**src/rtl/muldiv_pkg.sv**
```systemverilog
`default_nettype none
//============================================================================
// Module : muldiv_pkg
// Desc   : Op codes, FSM state type and decode helpers for muldiv_seq.
// Rev    : 1.0
//============================================================================
package muldiv_pkg;

    localparam int XLEN = 32;

    localparam logic [5:0] C_OP_MUL    = 6'b100110;
    localparam logic [5:0] C_OP_MULH   = 6'b100111;
    localparam logic [5:0] C_OP_MULHSU = 6'b101000;
    localparam logic [5:0] C_OP_MULHU  = 6'b101001;
    localparam logic [5:0] C_OP_DIV    = 6'b101010;
    localparam logic [5:0] C_OP_DIVU   = 6'b101011;
    localparam logic [5:0] C_OP_REM    = 6'b101100;
    localparam logic [5:0] C_OP_REMU   = 6'b101101;

    typedef enum logic [1:0] {
        IDLE = 2'd0,
        CALC = 2'd1,
        FIX  = 2'd2,
        DONE = 2'd3
    } state_t;

    function automatic logic is_mul(input logic [5:0] op);
        return op inside {C_OP_MUL, C_OP_MULH, C_OP_MULHSU, C_OP_MULHU};
    endfunction

    function automatic logic is_div(input logic [5:0] op);
        return op inside {C_OP_DIV, C_OP_DIVU, C_OP_REM, C_OP_REMU};
    endfunction

    function automatic logic is_rem(input logic [5:0] op);
        return op inside {C_OP_REM, C_OP_REMU};
    endfunction

    function automatic logic is_signed_a(input logic [5:0] op);
        return op inside {C_OP_MUL, C_OP_MULH, C_OP_MULHSU, C_OP_DIV, C_OP_REM};
    endfunction

    function automatic logic is_signed_b(input logic [5:0] op);
        return op inside {C_OP_MUL, C_OP_MULH, C_OP_DIV, C_OP_REM};
    endfunction

endpackage
`default_nettype wire

```
**src/rtl/muldiv_seq_if.sv**
```systemverilog
`default_nettype none
//============================================================================
// Module : muldiv_seq_if
// Desc   : Request/response bundle between the decoder and muldiv_seq.
// Rev    : 1.0
//============================================================================
interface muldiv_seq_if;
    import muldiv_pkg::*;

    logic            start;
    logic            flush;
    logic [5:0]      aluSelect;
    logic [XLEN-1:0] rs1;
    logic [XLEN-1:0] rs2;
    logic            busy;
    logic            done;
    logic [XLEN-1:0] result;

    modport master (
        output start, flush, aluSelect, rs1, rs2,
        input  busy, done, result
    );

    modport slave (
        input  start, flush, aluSelect, rs1, rs2,
        output busy, done, result
    );

endinterface
`default_nettype wire

```
**src/rtl/muldiv_iter_dp.sv**
```systemverilog
`default_nettype none
//============================================================================
// Module : muldiv_iter_dp
// Desc   : Shared 64-bit accumulator with radix-2 shift-add / restoring step.
// Rev    : 1.0
//============================================================================
module muldiv_iter_dp
    import muldiv_pkg::*;
(
    input  wire logic            clk,
    input  wire logic            reset,
    input  wire logic            load,
    input  wire logic            step,
    input  wire logic            mul_sel,
    input  wire logic [XLEN-1:0] op_a,
    input  wire logic [XLEN-1:0] op_b,
    output logic      [XLEN-1:0] hi,
    output logic      [XLEN-1:0] lo
);

    logic [2*XLEN-1:0] r_acc;
    logic [XLEN-1:0]   r_b;

    logic [XLEN:0]     w_sum;
    logic [XLEN+1:0]   w_diff;
    logic              w_ge;
    logic [2*XLEN-1:0] w_mul_next;
    logic [2*XLEN-1:0] w_div_next;

    // Multiply: hi accumulates the multiplicand while the multiplier shifts out of lo.
    // Divide: lo shifts the dividend into hi and collects quotient bits at the bottom.
    always_comb begin
        w_sum      = {1'b0, r_acc[2*XLEN-1:XLEN]} + {1'b0, r_b};
        w_mul_next = r_acc[0] ? {w_sum, r_acc[XLEN-1:1]} : {1'b0, r_acc[2*XLEN-1:1]};
        w_diff     = {1'b0, r_acc[2*XLEN-1:XLEN-1]} - {2'b00, r_b};
        w_ge       = (w_diff[XLEN+1:XLEN] == 2'b00);
        w_div_next = w_ge ? {w_diff[XLEN-1:0], r_acc[XLEN-2:0], 1'b1}
                          : {r_acc[2*XLEN-2:0], 1'b0};
    end

    always_ff @(posedge clk) begin
        if (reset) begin
            r_acc <= '0;
            r_b   <= '0;
        end else if (load) begin
            r_acc <= {{XLEN{1'b0}}, op_a};
            r_b   <= op_b;
        end else if (step) begin
            r_acc <= mul_sel ? w_mul_next : w_div_next;
        end
    end

    assign hi = r_acc[2*XLEN-1:XLEN];
    assign lo = r_acc[XLEN-1:0];

endmodule
`default_nettype wire

```
**src/rtl/muldiv_seq.sv**
```systemverilog
`default_nettype none
//============================================================================
// Module : muldiv_seq
// Desc   : Iterative RV32M multiply/divide unit with fast path and flush.
// Rev    : 1.0
//============================================================================
module muldiv_seq
    import muldiv_pkg::*;
(
    input  wire logic   clk,
    input  wire logic   reset,
    muldiv_seq_if.slave bus
);

    state_t          r_state;
    state_t          w_next;
    logic [5:0]      r_op;
    logic            r_neg;
    logic [4:0]      r_count;
    logic [XLEN-1:0] r_result;

    logic            w_accept, w_load, w_step, w_fix;
    logic            w_neg_a, w_neg_b, w_neg;
    logic [XLEN-1:0] w_mag_a, w_mag_b;
    logic            w_valid, w_div_zero, w_ovf, w_fast;
    logic [XLEN-1:0] w_fast_val;
    logic [XLEN-1:0] w_hi, w_lo;
    logic [2*XLEN-1:0] w_prod, w_prod_fix;
    logic [XLEN-1:0] w_word, w_fix_val;

    // Operand conditioning and fast-path decode on the incoming request.
    always_comb begin
        w_neg_a    = is_signed_a(bus.aluSelect) & bus.rs1[XLEN-1];
        w_neg_b    = is_signed_b(bus.aluSelect) & bus.rs2[XLEN-1];
        w_mag_a    = w_neg_a ? (~bus.rs1 + 1'b1) : bus.rs1;
        w_mag_b    = w_neg_b ? (~bus.rs2 + 1'b1) : bus.rs2;
        w_neg      = is_rem(bus.aluSelect) ? w_neg_a : (w_neg_a ^ w_neg_b);
        w_valid    = is_mul(bus.aluSelect) | is_div(bus.aluSelect);
        w_div_zero = is_div(bus.aluSelect) & (bus.rs2 == '0);
        w_ovf      = ((bus.aluSelect == C_OP_DIV) | (bus.aluSelect == C_OP_REM))
                   & (bus.rs1 == {1'b1, {(XLEN-1){1'b0}}}) & (bus.rs2 == '1);
        w_fast     = ~w_valid | w_div_zero | w_ovf;
        w_fast_val = '0;
        if (w_valid && w_div_zero) begin
            w_fast_val = is_rem(bus.aluSelect) ? bus.rs1 : '1;
        end else if (w_valid && w_ovf) begin
            w_fast_val = is_rem(bus.aluSelect) ? '0 : {1'b1, {(XLEN-1){1'b0}}};
        end
    end

    always_comb begin
        w_next   = r_state;
        w_accept = 1'b0;
        w_load   = 1'b0;
        w_step   = 1'b0;
        w_fix    = 1'b0;
        case (r_state)
            IDLE: begin
                if (bus.start && !bus.flush) begin
                    w_accept = 1'b1;
                    if (w_fast) begin
                        w_next = DONE;
                    end else begin
                        w_next = CALC;
                        w_load = 1'b1;
                    end
                end
            end
            CALC: begin
                if (bus.flush) begin
                    w_next = IDLE;
                end else begin
                    w_step = 1'b1;
                    if (r_count == '0) w_next = FIX;
                end
            end
            FIX: begin
                if (bus.flush) begin
                    w_next = IDLE;
                end else begin
                    w_fix  = 1'b1;
                    w_next = DONE;
                end
            end
            DONE:    w_next = IDLE;
            default: w_next = IDLE;
        endcase
    end

    // Sign fixup: multiply negates the full product, divide negates the chosen word.
    always_comb begin
        w_prod     = {w_hi, w_lo};
        w_prod_fix = r_neg ? (~w_prod + 1'b1) : w_prod;
        w_word     = is_rem(r_op) ? w_hi : w_lo;
        if (is_mul(r_op)) begin
            w_fix_val = (r_op == C_OP_MUL) ? w_prod_fix[XLEN-1:0] : w_prod_fix[2*XLEN-1:XLEN];
        end else begin
            w_fix_val = r_neg ? (~w_word + 1'b1) : w_word;
        end
    end

    always_ff @(posedge clk) begin
        if (reset) begin
            r_state  <= IDLE;
            r_op     <= '0;
            r_neg    <= 1'b0;
            r_count  <= '0;
            r_result <= '0;
        end else begin
            r_state <= w_next;
            if (w_load) begin
                r_op    <= bus.aluSelect;
                r_neg   <= w_neg;
                r_count <= 5'd31;
            end else if (w_step) begin
                r_count <= r_count - 5'd1;
            end
            if (w_accept && w_fast) begin
                r_result <= w_fast_val;
            end else if (w_fix) begin
                r_result <= w_fix_val;
            end
        end
    end

    muldiv_iter_dp u_dp (
        .clk     (clk),
        .reset   (reset),
        .load    (w_load),
        .step    (w_step),
        .mul_sel (is_mul(r_op)),
        .op_a    (w_mag_a),
        .op_b    (w_mag_b),
        .hi      (w_hi),
        .lo      (w_lo)
    );

    assign bus.busy   = (r_state != IDLE);
    assign bus.done   = (r_state == DONE);
    assign bus.result = r_result;

endmodule
`default_nettype wire
```
**src/flat_wrapper.sv**
```systemverilog
// flat-port wrapper written by rule: the top's interface ports become plain ports
module muldiv_seq_flat import muldiv_pkg::*;
  (clk, reset, bus_start, bus_flush, bus_aluSelect, bus_rs1, bus_rs2, bus_busy, bus_done, bus_result);
  muldiv_seq_if bus_i ();
  input  wire logic clk;
  input  wire logic reset;
  input wire logic [$bits(bus_i.start)-1:0] bus_start;
  input wire logic [$bits(bus_i.flush)-1:0] bus_flush;
  input wire logic [$bits(bus_i.aluSelect)-1:0] bus_aluSelect;
  input wire logic [$bits(bus_i.rs1)-1:0] bus_rs1;
  input wire logic [$bits(bus_i.rs2)-1:0] bus_rs2;
  output wire logic [$bits(bus_i.busy)-1:0] bus_busy;
  output wire logic [$bits(bus_i.done)-1:0] bus_done;
  output wire logic [$bits(bus_i.result)-1:0] bus_result;
  assign bus_i.start = bus_start;
  assign bus_i.flush = bus_flush;
  assign bus_i.aluSelect = bus_aluSelect;
  assign bus_i.rs1 = bus_rs1;
  assign bus_i.rs2 = bus_rs2;
  assign bus_busy = bus_i.busy;
  assign bus_done = bus_i.done;
  assign bus_result = bus_i.result;
  muldiv_seq u_core (.clk(clk), .reset(reset), .bus(bus_i));
endmodule
```
**config.mk**
```make
export PLATFORM = sky130hd
export DESIGN_NAME = muldiv_seq_flat
export DESIGN_NICKNAME = d
export VERILOG_FILES = /design/src/rtl/muldiv_pkg.sv /design/src/rtl/muldiv_seq_if.sv /design/src/rtl/muldiv_iter_dp.sv /design/src/rtl/muldiv_seq.sv /design/src/flat_wrapper.sv
export SDC_FILE = /design/constraint.sdc
export NUM_CORES = 1
export LEC_CHECK = 0
export CAP_MARGIN = 20
export CORE_ASPECT_RATIO = 0.75
export CORE_MARGIN = 8
export CORE_UTILIZATION = 30
export DETAILED_ROUTE_END_ITERATION = 7
export PLACE_DENSITY = 0.49
export SLEW_MARGIN = 20
export SYNTH_ARGS = -nofsm -noshare
export SYNTH_HDL_FRONTEND = slang
export SYNTH_SLANG_ARGS = --single-unit
export TNS_END_PERCENT = 10
```
**constraint.sdc**
```tcl
create_clock -name clk -period 5.2 [get_ports clk]
set_input_delay 0.52 -clock clk [delete_from_list [all_inputs] [get_ports clk]]
set_output_delay 0.52 -clock clk [all_outputs]
set_load 0.02 [all_outputs]
```
==> results of run 1 <==
==> placed cells by master (no fill, tap or decap), types with 21 or more instances in the layout <==
cell type	instances
or4_1	23
and3_1	21
clkdlybuf4s50_1	106
dfxtp_1	140
o31ai_1	50
xor2_1	89
ha_1	71
nand2_1	241
or3_1	26
inv_1	57
buf_4	61
nor4_1	24
o211ai_1	22
mux2i_1	57
nand3_1	49
a21oi_1	175
nor3_1	66
a21o_1	31
a211oi_1	75
o21ai_0	151
xnor2_1	91
nor2_1	204
a31oi_1	41
==> metal layers <==
layer | vias up | global-route usage | share of wire
li1 | 8076 | - | -
met1 | 8031 | 0.328 | 0.49
met2 | 826 | 0.292 | 0.38
met3 | 96 | 0.0612 | 0.10
met4 | 0 | 0.0630 | 0.025
met5 | - | 0 | 0
==> sequential cells by signal (all words and copies together), names as in the netlist <==
signal and cells:
u_core.r_op 6, u_core.u_dp.r_acc 64, u_core.r_state 2, u_core.bus.result 32, u_core.r_neg 1, u_core.u_dp.r_b 32
u_core.r_count 5
==> metrics by stage <==
| step | utilization | power, W | setup WS, ns | cells | cell area [sq um] |
|---|---|---|---|---|---|
| after CTS | 0.346 | 0.00453 | 0.775 | 2872 | 17700 |
| final | 0.346 | 0.00455 | 0.527 | 2873 | 17700 |
| after global routing | 0.346 | 0.00481 | 0.331 | 2873 | 17700 |
| after floorplan | - | 0.00259 | 1.12 | 2193 | 15500 |
| after global placement | 0.335 | 0.00325 | 0.426 | 2840 | 17100 |
| after detailed placement | 0.335 | 0.00324 | 0.300 | 2840 | 17100 |
==> area by class of cell <==
type | count | area (sq um)
clock buffer | 17 | 425
clock inverter | 15 | 151
multi-input combinational | 1807 | 11700
timing repair buffer | 169 | 1550
inverter | 57 | 214
tap | 666 | 833
sequential | 142 | 2850
fill | 5428 | 33500
==> cell usage after synthesis (all sizes together), types with 58 or more instances <==
cell type	count	area, sq um
dfxtp	142	2840
clkbuf	163	612
a211oi	76	576
mux2i	58	593
xor2	89	780
o21ai	155	779
nor2	206	773
xnor2	91	797
a21oi	176	885
ha	71	888
nor3	70	365
nand2	241	905
==> worst min-delay path by stage <==
stage	start	endpoint	slack (ns)	cells past startpoint
2_1_floorplan	u_core.r_op[4]	u_core.r_op[4]	0.44	1
3_3_place_gp	u_core.bus.result[22]	u_core.bus.result[22]	0.45	2
3_5_place_dp	u_core.bus.result[22]	u_core.bus.result[22]	0.46	2
4_1_cts	reset	u_core.u_dp.r_acc[5]	0.42	2
5_1_grt	reset	u_core.u_dp.r_acc[2]	0.46	2
6_report	reset	u_core.u_dp.r_acc[5]	0.45	2
==> logic make-up (layout without fill, tap and decap cells) <==
kind of cell    Yosys count  in the layout  share of synthesized area
simple gates            784            784                      0.247
compound gates          704            704                      0.301
buf+inv                 244            258                     0.0616
xor+xnor                180            180                      0.102
flops                   142            142                      0.184
fa+ha+maj                73             73                     0.0601
mux                      66             66                     0.0442
==> report_power, final <==
part	total (W)	switching, W	leakage (nW)	internal [W]
Combinational	0.00207	0.00126	4.85	0.000814
Clock	0.00127	0.000598	0.284	0.000674
Sequential	0.00121	0.0000818	1.15	0.00113
Total	0.00455	0.00194	6.28	0.00262
==> metrics.cfg, run 1 <==
[run_status]
status=finished, final reports clean

[sta]
rsz0062_at_grt=no
setup_viol=0
fin_worst_skew_ns=0.0128
finalSetupTns_ns=0
hold_viol=0
fin_crit_sh=0.899
worst_pin_slew_ns=0.952
slew_viol_final=0
layout_min_cycle_time_ns=4.67
fmax_ghz=0.214
relSlewSlack=0.349
holdWs_ns=0.451

[die]
io_pins=108
start_util=0.301
die_h_microns=213
die_w_microns=278
dieArea_sq_um=59100
coreArea_sq_um=51300
row_count=72

[clock_network]
cts_buffers=17
htreeDepth=4
path_clk_slew_ns=0.07
clk_latency_ns=0.46
cts_tree=done
post_cts_buffers=0
clockRootBuffer=clkbuf_16
hold_buffers=0
cts.sinks=142
post_cts_resized=0
clock_path_buffers=2

[logic_synthesis]
yosysWarnings=0
synth_nets=2340
synth_cell_type_count=94
synth_ff_type=dfxtp_1
async_reset_ff_frac=0
synth_seq_cells=142
synth_edf_count=0
yosysSeqAreaShare=0.184
avgSynthCellArea_sq_um=7.05
synth_area_sq_um=15500
synth_cells=2193

[route]
drt_pre_antenna_iters=6
ant_nets=0
drc=0
avgRoutedWirePerCell_microns=23.0
viasPerCell=5.93
routed_wl_microns=66100
vias=17000
drtIter0Drc=1870

[min_path]
min_path_type=input pin to flop

[grt]
overflow=0
grt_max_degree=68
antenna_found_initial=2
first_global_vias=15900
track_usage=0.218
grt_pass1_wl_microns=100000

[worst_setup_path]
cp-startpoint=bus_rs1[0]
start_kind=input pin
critPathArrivalTime_ns=5.06
crit_type=input pin to flop
slowest_stage=nor4_1
cp.required_ns=5.58
slowest_delay_ns=0.82
endpoint_kind=flop
r2r_slack_ns=0.98
r2r_start=u_core.u_dp.r_b[21]
path_cells=clkdlybuf4s50_1 -> inv_1 -> ha_1 -> or3b_2 -> nor4b_1 -> nand4_1 -> nor4_1 -> or3_1 -> a21oi_1 -> nor3_2 -> buf_4 -> nand2_1 -> o22ai_1
cp-endpoint=u_core.bus.result[29]
worst-path-max-fanout=7
r2r_cells=12
crit_buf_inv=3
path_depth=13
worstReg2RegEnd=u_core.u_dp.r_acc[62]
cp_top_family=simple AND/OR/NAND/NOR gates

[placed_design]
io_buffers=107
dp_hpwl_microns=50000
routabilityCongestion=0.931

[power]
leakage_nw=6.28
vdd_drop_max_mv=0.242
power.density_nw_per_um2=257

[cells_and_area]
antenna_cells=0
drive_above_1_share=0.0734
syn_to_final_growth_pct=14.8
fin_nets=2341

[run]
cap_violations=0

No activity file was read; power rests on OpenSTA's default activity.
==> inputs of run 2 (changes only) <==
CAP_MARGIN = default   (was 20)
GPL_TIMING_DRIVEN = 0   (was default)
==> run 2 against run 1 <==
  * Clock skew down 0.0011 ns
  * Critical path depth up 1
  * Worst setup slack worse by 0.42 ns
  * Cell area up 2.0%
  * Critical path type unchanged
  * Highest routed layer is now met5
==> metrics.cfg, run 2 (synthesis gave the netlist of run 1 again) <==
[cells_and_area]
nFillCells=5521  ; +1.7%
instances_no_fill=3003  ; +4.5%
regArea_sq_um=2840  ; about the same
regMostFlops=u_core.u_dp.r_acc
largest_register_ffs=64  ; unchanged
mostFrequentLayoutCells=nand2_1, nor2_1, a21oi_1, clkbuf_1, o21ai_0
fin_nets=2469  ; +5.5%
final_common_cell=nand2_1
drive_above_1_share=0.0527  ; -0.0207
syn_to_final_growth_pct=17.1
utilization=0.353  ; +0.00700
multi_input_area_sq_um=11700  ; +0.21%
fin_area_sq_um=18100  ; +2.0%

[die]
io_pins=108  ; unchanged
start_util=0.301  ; unchanged
coreArea_sq_um=51300  ; unchanged
dieArea_sq_um=59100  ; unchanged
row_count=72  ; unchanged
die_h_microns=213  ; unchanged
die_w_microns=278  ; unchanged

[worst_setup_path]
slowest_delay_ns=0.63  ; -0.19 ns
endpoint_kind=flop
worst-path-max-fanout=10  ; +3
start_kind=input pin
crit_type=input pin to flop
cp.required_ns=5.51  ; -0.07 ns
path_cells=clkdlybuf4s50_1 -> inv_1 -> ha_1 -> or3b_2 -> nor4b_2 -> nand4_1 -> buf_4 -> nor4_1 -> nor3_1 -> nor2_2 -> clkbuf_1 -> nor2_1 -> nand2_1 -> o22ai_1
critPathArrivalTime_ns=5.41  ; +0.35 ns
slowest_stage=nor4b_2

[grt]
first_global_vias=17400  ; +9.4%
track_usage=0.281  ; +0.0639
overflow=0  ; unchanged
grt_pass1_wl_microns=123000  ; +23%
gr-usage-met1=0.423  ; +0.0952
grt_max_degree=18  ; -74%
grtUsageMet3=0.0968  ; +0.0356
antenna_found_initial=3  ; +1
top_usage_layer=met1
use_met2=0.366  ; +0.0745

[route]
routed_wl_microns=86700  ; +31%
vias=18700  ; +10%
viasPerCell=6.24  ; +5.2%
drtIter0Drc=2396  ; +28%
drt_pre_antenna_iters=6  ; unchanged
drc=0  ; unchanged
avgRoutedWirePerCell_microns=28.9  ; +25%
ant_nets=0  ; unchanged

[power]
power.density_nw_per_um2=268  ; +4.5%
vdd_drop_max_mv=0.278  ; +15%
p_total_w=0.00485  ; +6.6%
leakage_nw=6.30  ; +0.21%

[sta]
fin_crit_sh=0.980  ; +0.0812
rsz0062_at_grt=yes
layout_min_cycle_time_ns=5.10  ; +0.422 ns
setup_viol=0  ; unchanged
holdWs_ns=0.464  ; +0.0134 ns
fin_worst_skew_ns=0.0117  ; -0.00106 ns
worst_pin_slew_ns=1.24  ; +0.292 ns
slew_viol_final=0  ; unchanged
fmax_ghz=0.196  ; -8.3%
hold_viol=0  ; unchanged
relSlewSlack=0.171  ; -0.178

[placed_design]
dpl_cell_area_sq_um=17400  ; +1.5%
post-place-cells=2968  ; +4.5%
dp_hpwl_microns=69400  ; +39%
routabilityCongestion=1.03  ; +10%
io_buffers=107  ; unchanged

[clock_network]
cts_buffers=17  ; unchanged
cts_tree=done
clock_path_buffers=2  ; unchanged
clk_latency_ns=0.48  ; +0.02 ns
hold_buffers=0  ; unchanged
htreeDepth=4  ; unchanged
cts.sinks=142  ; unchanged
path_clk_slew_ns=0.07  ; about the same
clockRootBuffer=clkbuf_16

[min_path]
min_path_type=flop to flop

[run_status]
status=finished, final reports clean

[run]
cap_violations=0  ; unchanged

[run 2: where the power goes]
group	switching (W)	total (W)	internal, W
Clock	0.000606	0.00136	0.000757
Combinational	0.00151	0.00231	0.000810
Sequential	0.0000476	0.00118	0.00113
Total	0.00216	0.00485	0.00270
[run 2: metrics by stage]
| stage | setup slack (ns) | TNS [ns] |
|---|---|---|
| 2_1_floorplan | 1.12 | 0 |
| 6_report | 0.104 | 0 |
| 4_1_cts | 0.0284 | 0 |
| 3_3_place_gp | -1.10 | -70.50 |
| 5_1_grt | -0.0554 | -0.0554 |
| 3_5_place_dp | -0.947 | -63.65 |
[run 2: what timing repair did]
action / 4_1_cts / 5_1_grt
endpoints found under the hold margin: 0 / 0
endpoints found under the setup margin: 63 / 53
pin swaps: 0 / 1
resized for setup: 5 / 7
buffers inserted: 0 / 2
[run 2: worst paths after layout]
kind	startpoint	to	slack (ns)	depth (start not counted)
worst min-delay path	u_core.bus.result[22]	u_core.bus.result[22]	0.46	2
worst max register to register	u_core.u_dp.r_acc[31]	u_core.u_dp.r_acc[62]	0.12	13
worst max-delay path	bus_rs1[0]	u_core.bus.result[29]	0.10	14
worst min register to register	u_core.bus.result[22]	u_core.bus.result[22]	0.46	2
[run 2: area by class of cell]
type,instances,area share
antenna,2,0.000277
buffer,186,0.0411
clock buffer,20,0.0258
clock inverter,12,0.00837
inverter,57,0.0118
multi-input combinational,1807,0.649
sequential,142,0.157
tap,666,0.0460
timing repair buffer,111,0.0608
[run 2: critical path: cells and delay by family]
kind                     cells  cell delay (ns)
AO/OA/AOI/OAI                1             0.10
buffers and inverters        4             1.50
adder cells (fa/ha/maj)      1             0.16
AND/OR/NAND/NOR              8             3.11
[run 2: metal layers]
layer | share of wire | up-vias
li1 | - | 8339
met1 | 0.48 | 9111
met2 | 0.37 | 1155
met3 | 0.12 | 121
met4 | 0.024 | 4
met5 | 0.00031 | -
==> inputs of run 3 (changes only) <==
CTS_CLUSTER_DIAMETER = 150   (was default)
TNS_END_PERCENT = 5   (was 10)
==> results of run 3 <==
No change in the layout: final DEF, timing and power equal those of run 2.
